[src/rtl/cpu_step_ctrl.sv]
// Execution-enable controller: turns slow-clock edges (run) or debounced button
// presses (step) into single-cycle cpu_en pulses, stops on halt, counts issued cycles.
module cpu_step_ctrl #(
    parameter int DEBOUNCE_CYCLES = 16,
    parameter int CNT_W           = 32
) (
    input  logic             clk,
    input  logic             rst,
    input  logic             slow_clk,
    input  logic             mode,
    input  logic             step_btn,
    input  logic             halt,
    output logic             cpu_en,
    output logic             btn_clean,
    output logic [1:0]       state,
    output logic [CNT_W-1:0] cycle_cnt
);
    localparam int              DB_W    = $clog2(DEBOUNCE_CYCLES);
    localparam logic [DB_W-1:0] DB_LAST = DB_W'(DEBOUNCE_CYCLES - 1);

    typedef enum logic [1:0] {
        IDLE = 2'b00,
        RUN  = 2'b01,
        STEP = 2'b10,
        HALT = 2'b11
    } state_t;

    state_t          state_q, state_d;
    logic            btn_meta, btn_s, btn_clean_d, slow_d;
    logic [DB_W-1:0] db_cnt;
    logic            slow_edge, press, issue;

    assign slow_edge = slow_clk & ~slow_d;
    assign press     = btn_clean & ~btn_clean_d;
    assign state     = state_q;

    // Synchroniser, debouncer and edge-detect history run in every state, HALT included.
    // NOTE: sequential state uses non-blocking assignments so every flop samples pre-edge values.
    always_ff @(posedge clk) begin
        if (rst) begin
            btn_meta    <= 1'b0;
            btn_s       <= 1'b0;
            btn_clean   <= 1'b0;
            btn_clean_d <= 1'b0;
            db_cnt      <= '0;
            slow_d      <= 1'b0;
        end else begin
            btn_meta    <= step_btn;
            btn_s       <= btn_meta;
            btn_clean_d <= btn_clean;
            slow_d      <= slow_clk;
            if (btn_s == btn_clean) begin
                db_cnt <= '0;
            end else if (db_cnt == DB_LAST) begin
                btn_clean <= btn_s;
                db_cnt    <= '0;
            end else begin
                db_cnt <= db_cnt + DB_W'(1);
            end
        end
    end

    // Priority halt > mode change > issue; an event coinciding with a transition is dropped.
    // NOTE: defaults first so no path through this block leaves a latch behind.
    always_comb begin
        state_d = state_q;
        issue   = 1'b0;
        unique case (state_q)
            IDLE: state_d = mode ? STEP : RUN;
            RUN: begin
                if (halt)      state_d = HALT;
                else if (mode) state_d = STEP;
                else           issue   = slow_edge;
            end
            STEP: begin
                if (halt)       state_d = HALT;
                else if (!mode) state_d = RUN;
                else            issue   = press;
            end
            HALT: state_d = HALT;
        endcase
    end

    always_ff @(posedge clk) begin
        if (rst) begin
            state_q   <= IDLE;
            cpu_en    <= 1'b0;
            cycle_cnt <= '0;
        end else begin
            state_q <= state_d;
            cpu_en  <= issue;
            if (cpu_en) cycle_cnt <= cycle_cnt + CNT_W'(1);
        end
    end
endmodule

[config.mk]
export PLATFORM = sky130hd
export DESIGN_NAME = cpu_step_ctrl
export DESIGN_NICKNAME = d
export VERILOG_FILES = /design/src/rtl/cpu_step_ctrl.sv
export SDC_FILE = /design/constraint.sdc
export NUM_CORES = 1
export LEC_CHECK = 0
export CAP_MARGIN = 5
export CELL_PAD_IN_SITES_DETAIL_PLACEMENT = 1
export CELL_PAD_IN_SITES_GLOBAL_PLACEMENT = 1
export CORE_MARGIN = 3
export CORE_UTILIZATION = 39
export DETAILED_ROUTE_END_ITERATION = 10
export PLACE_DENSITY = 0.78
export SKIP_CTS_REPAIR_TIMING = 1
export SYNTH_ARGS = -nofsm -noshare
export SYNTH_HDL_FRONTEND = slang
export SYNTH_SLANG_ARGS = --single-unit
export TNS_END_PERCENT = 20
[constraint.sdc]
create_clock -name clk -period 5.8 [get_ports clk]
set_clock_uncertainty 0.15 [all_clocks]
set_input_delay 1.45 -clock clk [delete_from_list [all_inputs] [get_ports clk]]
set_output_delay 1.45 -clock clk [all_outputs]
set_load 0.1 [all_outputs]
==> results of run 1 <==
sequential cells by signal (all words and copies together) (netlist names):
name,flops
slow_d,1
db_cnt,4
btn_clean_d,1
cpu_en,1
btn_s,1
btn_clean,1
btn_meta,1
cycle_cnt,32
state,2
through the flow:
stage	power, mW	hold WS (ns)	cells	instance area, sq um	utilization, %
2_1_floorplan	0.372	0.264	228	2010	-
3_3_place_gp	0.390	0.277	327	2460	50.8
3_5_place_dp	0.391	0.287	327	2460	50.8
4_1_cts	0.566	0.306	332	2530	52.2
5_1_grt	0.586	0.314	332	2530	52.2
6_report	0.556	0.296	332	2530	52.2
how the worst max path moves through the flow:
stage	from	end	slack [ns]	depth (start not counted)
2_1_floorplan	cpu_en	cycle_cnt[31]	2.91	6
3_3_place_gp	cycle_cnt[13]	cycle_cnt[13]	2.50	1
3_5_place_dp	cycle_cnt[13]	cycle_cnt[13]	2.46	1
4_1_cts	cycle_cnt[13]	cycle_cnt[13]	2.13	1
5_1_grt	cycle_cnt[13]	cycle_cnt[13]	2.05	1
6_report	cycle_cnt[13]	cycle_cnt[13]	2.15	1
cells by family (layout without fill, tap and decap cells):
family / Yosys count / after routing / share of synthesized area (%)
fa+ha+maj: 6 / 6 / 3.74
buf+inv: 18 / 55 / 3.92
flops: 44 / 44 / 43.8
xor+xnor: 15 / 15 / 6.54
simple gates: 96 / 96 / 27.2
mux: 2 / 2 / 0.996
compound gates: 47 / 47 / 13.8
power by group through the flow:
| stage | Sequential (mW) | Clock [mW] | Combinational [mW] |
|---|---|---|---|
| floorplan | 0.342 | 0 | 0.0298 |
| global placement | 0.318 | 0 | 0.0725 |
| detailed placement | 0.318 | 0 | 0.0732 |
| CTS | 0.311 | 0.182 | 0.0733 |
| global route | 0.312 | 0.195 | 0.0790 |
| finish | 0.311 | 0.172 | 0.0729 |
cell type report:
class / instances / share of cell area [%]
clock buffer: 5 / 2.72
inverter: 8 / 1.19
multi-input combinational: 166 / 41.5
tap: 67 / 3.31
timing repair buffer: 42 / 16.5
sequential: 44 / 34.8
per-layer routing:
| metal | track usage, % | share of wire (%) |
|---|---|---|
| met5 | 0 | 0 |
| met4 | 4.27 | 0.84 |
| met3 | 5.45 | 3.7 |
| met2 | 28.9 | 48 |
| met1 | 22.0 | 47 |
cells in the final DEF, fill, tap and decap left out, types with 10 or more instances in the layout:
cell             count
dfxtp_1             44
o21ai_0             11
or4_1               10
nand2_1             12
or3_1               12
a21oi_1             23
clkdlybuf4s50_1     41
nor2_1              21
==> flow_summary.ini, run 1 <==
[outcome]
status = complete, no violations

[cells_and_area]
n_fill_cell = 576
register_area_sq_um = 881
multi_input_area_sq_um = 1050
diodes = 0
fin_nets = 279
drive_gt1_share_pct = 3.02
syn_to_final_growth_pct = 26.0

[flow_run]
drv_cap = 0

[sta]
drv_slew = 0
fmax_mhz = 274
setup_ws_ns = 2.15
setup-tns-final_ns = 0
max-slew-margin-rel_pct = 34.0
fin_crit_ns = 3.65
setup_viol = 0
grt_setup_unrepaired = false
worst_slew_pin_slew_ns = 0.987
hold_violations = 0
post-route-period-util_pct = 62.9

[worst_setup_path]
critPathMaxFanout = 12
critPathLaunchType = flop
cp_data_required_time_ns = 4.20
path_class = flop to output pin
end_kind = output pin
cp_top_family = buffers and inverters
reg2reg_from = cycle_cnt[7]
r2r_slack_ns = 3.30
cp_slowest_stage_delay_ns = 1.21
worst_path_max_delay_cell = clkdlybuf4s50_1
cp_cell_sequence = clkdlybuf4s50_1
r2r_end = cycle_cnt[26]
worst-r2r-cell-count = 4
cp_num_buf_inv = 1
critPathArrivalTime_ns = 2.05

[hold_path]
hp-class = flop to flop
hp-start = btn_meta
whs_path_depth = 1
holdPathEnd = btn_s

[logic_synthesis]
synth_edf_count = 0
yosysMostFrequentCell = dfxtp_1
synthesis.area_sq_um = 2010
ys_seq_area_share_pct = 43.8
ys_seq_elements = 44
synth-warning-count = 0
synth_area_leaders = dfxtp_1, a21oi_1, nor2_1, xnor2_1, ha_1
syn_avg_cell_area_sq_um = 8.81
async_reset_ff_share_pct = 0
synth_top_cell_area_share_pct = 43.8
synthFlopType = dfxtp_1
synth_commonest_cells = dfxtp_1, a21oi_1, nor2_1, nand2_1, or3_1
syn_nets = 240
synthDistinctLibCells = 36
synth_cells = 228
yosysTopAreaCell = dfxtp_1

[pwr]
power_density_nw_per_um2 = 219
pwr-share-seq_pct = 56.0
internal_power_uw = 408
power_switching_share_pct = 26.6
p_sw_uw = 148
p_leak_nw = 0.798
clockPowerShare_pct = 30.9
p_comb_share_pct = 13.1
peakVddDrop_v = 0.000147

[place]
dpl.hpwl_mm = 3.36
globalplace.congestion = 0.756
port_buffers = 41
preCtsSetupSlack_ns = 2.46

[die]
core_sq_um = 4850
ioPinCount = 42
dieWidth_um = 77.8
start_util_pct = 41.4
row_count = 25
die_h_um = 77.8
die-area_sq_um = 6050

[global_route]
grt_pass1_vias = 1890
grt_pass1_wl_mm = 8.74
overflow = 0
grt_use_total_pct = 17.5
grt_max_degree = 41
antenna_found_initial = 0

[clocking]
clk_path_buf_depth = 2
cts_max_level = 2
cts_sinks = 44
cts_tree = done
worst_skew_pair.late_latency_ns = 0.29
root_buffer = clkbuf_8
numCtsBuffers = 5
clk_pin_slew_ns = 0.08

[detailed_routing]
vias = 1795
drt_pass1_iterations = 4
ant_nets = 0
via_per_inst = 5.41
drtIter0Drc = 61
wl_per_cell_um = 14.4
drc = 0
wirelength_mm = 4.78
Note: power is estimated with default switching activity, not from simulation.
==> run 2: changes to the inputs <==
Settings changed: CORE_UTILIZATION 39 to 34, PLACE_DENSITY 0.78 to 0.72.
Clock period 5.8 ns to 3.2 ns, I/O delays scaled along.
==> run 2 against run 1 <==
Against the previous run: first-iteration DRC count decreased by 3.3%; clock-buffer cell count is 3 higher; global-route usage down 3.3 points; sequential share of layout area increased by 0.67 points; utilization down 7.9 points; critical path depth grew 3; combinational power rose by 80%; clock power grew 110%; die area increased by 14%; via count decreased by 0.22%; register-to-register slack worse by 2.6 ns; sequential power increased by 82%; critical endpoint is now cycle_cnt[27].
==> flow_summary.ini, run 2 (same netlist as run 1, synthesis figures left out) <==
[sta]
hold_violations = 0
fin_crit_ns = 2.52
setup_viol = 0
drv_slew = 0
max-slew-margin-rel_pct = 59.9
setup-tns-final_ns = 0
fmax_mhz = 397
grt_setup_unrepaired = false
worst_slew_pin_slew_ns = 0.600
post-route-period-util_pct = 78.8

[pwr]
peakVddDrop_v = 0.000224
power_density_nw_per_um2 = 425
p_leak_nw = 0.891

[worst_setup_path]
r2r_end = cycle_cnt[27]
worst-r2r-cell-count = 4
cp_data_required_time_ns = 3.27
r2r_slack_ns = 0.68
critPathArrivalTime_ns = 2.59
crit_end = cycle_cnt[27]
path_class = flop to flop
startpoint = cpu_en
critPathMaxFanout = 16
reg2reg_from = cpu_en
critPathLaunchType = flop
end_kind = flop

[detailed_routing]
ant_nets = 0
wl_per_cell_um = 13.9
drc = 0
vias = 1791
wirelength_mm = 4.77
via_per_inst = 5.24
drt_pass1_iterations = 4
drtIter0Drc = 59

[place]
place_inst = 334
port_buffers = 41
globalplace.congestion = 0.679
dpl.hpwl_mm = 3.40

[cells_and_area]
top_register = cycle_cnt
fin_util_pct = 44.3
final_cells = 342
drive_gt1_share_pct = 17.4
fin_nets = 281
final_common_cell = dfxtp_1
syn_to_final_growth_pct = 23.6
largest_reg_flops = 32
diodes = 0
layout_common_cells = dfxtp_1, buf_4, a21oi_1

[global_route]
grt_use_total_pct = 14.2
grt_pass1_vias = 1700
antenna_found_initial = 0
overflow = 0
grt_max_degree = 19
grt_pass1_wl_mm = 8.26

[die]
ioPinCount = 42
row_count = 27
die-area_sq_um = 6870
die_h_um = 82.9
start_util_pct = 35.8
dieWidth_um = 82.9
core_sq_um = 5610

[clocking]
cts_max_level = 2
clk_pin_slew_ns = 0.09
cts_sinks = 44
numCtsBuffers = 5
clk_path_buf_depth = 2
worst_skew_pair.late_latency_ns = 0.29
cts_tree = done
root_buffer = clkbuf_8

[hold_path]
hp-class = flop to flop

[flow_run]
drv_cap = 0

[outcome]
status = complete, no violations
==> run 2: cell types whose count changed in the layout (fill, tap and decap cells not counted) <==
cell             previous run  this run
clkbuf_8                    5         6
clkdlybuf4s50_1            41         5
clkbuf_1                    0         2
buf_4                       1        39
==> run 2: worst min path at each step <==
stage,from,to,slack (ns),cells after the start
after floorplan,btn_meta,btn_s,0.26,1
after global placement,db_cnt[0],db_cnt[0],0.28,1
after detailed placement,btn_meta,btn_s,0.30,1
after CTS,btn_meta,btn_s,0.32,1
after global routing,btn_meta,btn_s,0.34,1
final,btn_meta,btn_s,0.31,1
==> run 2: metal layers <==
layer / GRT usage [%] / up-vias / share of wire, %
met5: 0 / - / 0
met4: 3.12 / 0 / 0.65
met3: 3.67 / 2 / 3.9
met2: 22.2 / 29 / 45
met1: 19.6 / 849 / 50
li1: - / 911 / -
==> run 2: worst max-delay path, cell delays in order, from the launching register on <==
cell	delay, ns
dfxtp_1	0.48
nand4_1	0.35
or4_1	0.76
or4_1	0.57
a21oi_1	0.15
==> run 2: through the flow <==
step           instance area, sq um  hold slack (ns)  worst slack [ns]  power, mW
3_5_place_dp                   2390            0.297             0.676      0.710
2_1_floorplan                  2010            0.264             0.313      0.674
6_report                       2480            0.315             0.678       1.06
5_1_grt                        2480            0.337             0.454       1.11
3_3_place_gp                   2390            0.279             0.697      0.708
4_1_cts                        2480            0.320             0.636       1.07
==> run 2: cell type report <==
| cell class | count | area, sq um |
|---|---|---|
| tap | 72 | 90.1 |
| timing repair buffer | 44 | 343 |
| multi-input combinational | 166 | 1050 |
| inverter | 8 | 30.0 |
| sequential | 44 | 881 |
| clock buffer | 8 | 90.1 |
| fill | 698 | 3120 |
==> run 2: where the power goes <==
| group | total, mW | switching [mW] | leakage, nW | internal, mW |
|---|---|---|---|---|
| Combinational | 0.131 | 0.0897 | 0.490 | 0.0416 |
| Clock | 0.360 | 0.184 | 0.0455 | 0.176 |
| Sequential | 0.565 | 0.00963 | 0.355 | 0.555 |
==> run 3: changes to the inputs <==
Settings changed: CORE_UTILIZATION 34 to 37, PLACE_DENSITY 0.72 to 0.75.
Clock period 3.2 ns to 2.35 ns, I/O delays scaled along.
==> run 3 against run 2 <==
Against the previous run: maximum frequency up 18%; clock-buffer cell count down 1; largest power group unchanged; routed wire length up 5.8%; non-clock buffer count up 6.
==> flow_summary.ini, run 3 (same netlist as run 1, synthesis figures left out) <==
[cells_and_area]
final_common_cell = buf_4
layout_common_cells = buf_4, dfxtp_1, a21oi_1
drive_gt1_share_pct = 26.4
diodes = 0
fin_util_pct = 50.5
fin_nets = 287
top_register = cycle_cnt
syn_to_final_growth_pct = 29.9
largest_reg_flops = 32

[worst_setup_path]
critPathArrivalTime_ns = 2.22
startpoint = cycle_cnt[0]
critPathMaxFanout = 16
path_class = flop to flop
critPathLaunchType = flop
worst-r2r-cell-count = 5
cp_data_required_time_ns = 2.43
reg2reg_from = cycle_cnt[0]
r2r_slack_ns = 0.21
r2r_end = cycle_cnt[28]
end_kind = flop
crit_end = cycle_cnt[28]

[sta]
drv_slew = 0
worst_slew_pin_slew_ns = 0.354
grt_setup_unrepaired = false
hold_violations = 0
fin_crit_ns = 2.14
whs_ns = 0.308
setup_viol = 0
post-route-period-util_pct = 91.2
fmax_mhz = 467
setup-tns-final_ns = 0
max-slew-margin-rel_pct = 75.8

[die]
dieWidth_um = 79.7
die_h_um = 79.7
core_sq_um = 5170
ioPinCount = 42
die-area_sq_um = 6350
start_util_pct = 38.8
row_count = 26

[clocking]
worst_skew_pair.late_latency_ns = 0.29
clk_pin_slew_ns = 0.08
numCtsBuffers = 5
cts_sinks = 44
cts_max_level = 2
clk_path_buf_depth = 2
cts_tree = done
root_buffer = clkbuf_8

[detailed_routing]
wirelength_mm = 5.04
ant_nets = 0
drt_pass1_iterations = 4
via_per_inst = 5.31
vias = 1837
drtIter0Drc = 51
drc = 0
wl_per_cell_um = 14.6

[pwr]
power_density_nw_per_um2 = 532
peakVddDrop_v = 0.000231
finalPower_mw = 1.39
p_leak_nw = 0.934

[global_route]
grt_use_total_pct = 17.2
antenna_found_initial = 0
grt_pass1_vias = 1783
grt_max_degree = 25
grt_pass1_wl_mm = 8.60
overflow = 0

[flow_run]
drv_cap = 0

[hold_path]
hp-class = flop to flop

[place]
dpl.hpwl_mm = 3.64
port_buffers = 41
globalplace.congestion = 0.717

[outcome]
status = complete, no violations
## run 3: cell count changes in the layout (fill, tap and decap cells not counted)
cell	previous run	this run
dfxtp_1	44	24
dfxtp_4	0	11
dfxtp_2	0	9
buf_12	0	3
buf_4	39	42
clkbuf_8	6	5
clkinv_1	0	1
or4_1	10	9
or4_4	0	1
## run 3: worst min path at each step
stage,startpoint,endpoint,slack [ns],depth (start not counted)
after floorplan,btn_meta,btn_s,0.26,1
after CTS,btn_meta,btn_s,0.31,1
after detailed placement,btn_meta,btn_s,0.28,1
after global routing,btn_meta,btn_s,0.33,1
after global placement,btn_meta,btn_s,0.27,1
final,btn_meta,btn_s,0.31,1
## run 3: power by group
part	internal, mW	switching [mW]	total [mW]	leakage, nW
clock network	0.207	0.247	0.454	0.0399
logic	0.0570	0.122	0.179	0.525
registers	0.744	0.0111	0.755	0.369
total	1.01	0.380	1.39	0.934
## run 3: final cells by class
class                           instances  area [sq um]
Tap cell                               70          87.6
Inverter                                8          30.0
Timing Repair Buffer                   50           425
Sequential cell                        44           933
Multi-Input combinational cell        166          1050
Fill cell                             595          2560
Clock buffer                            7          76.3
Clock inverter                          1          3.75
## run 3: metal layers
layer	wire length (um)	part of all wire [%]	vias to the layer above	track usage [%]
met3	166	3.3	7	4.63
met2	2420	48	22	27.2
met5	0	0	-	0
met4	68	1.3	0	5.67
met1	2380	47	887	22.5
li1	-	-	921	-
## run 3: worst max-delay path, stage by stage (launching register included)
cell	delay, ns
dfxtp_4	0.37
ha_1	0.18
nand3_1	0.12
or4_4	0.53
or4_1	0.55
a21oi_1	0.17
## run 3: stage by stage
step | worst slack [ns] | instance area (sq um) | std cells
global route | 0.105 | 2610 | 346
floorplan | -0.0277 | 2060 | 228
finish | 0.208 | 2610 | 346
CTS | 0.0567 | 2610 | 346
global placement | 0.177 | 2530 | 338
detailed placement | 0.0784 | 2530 | 338
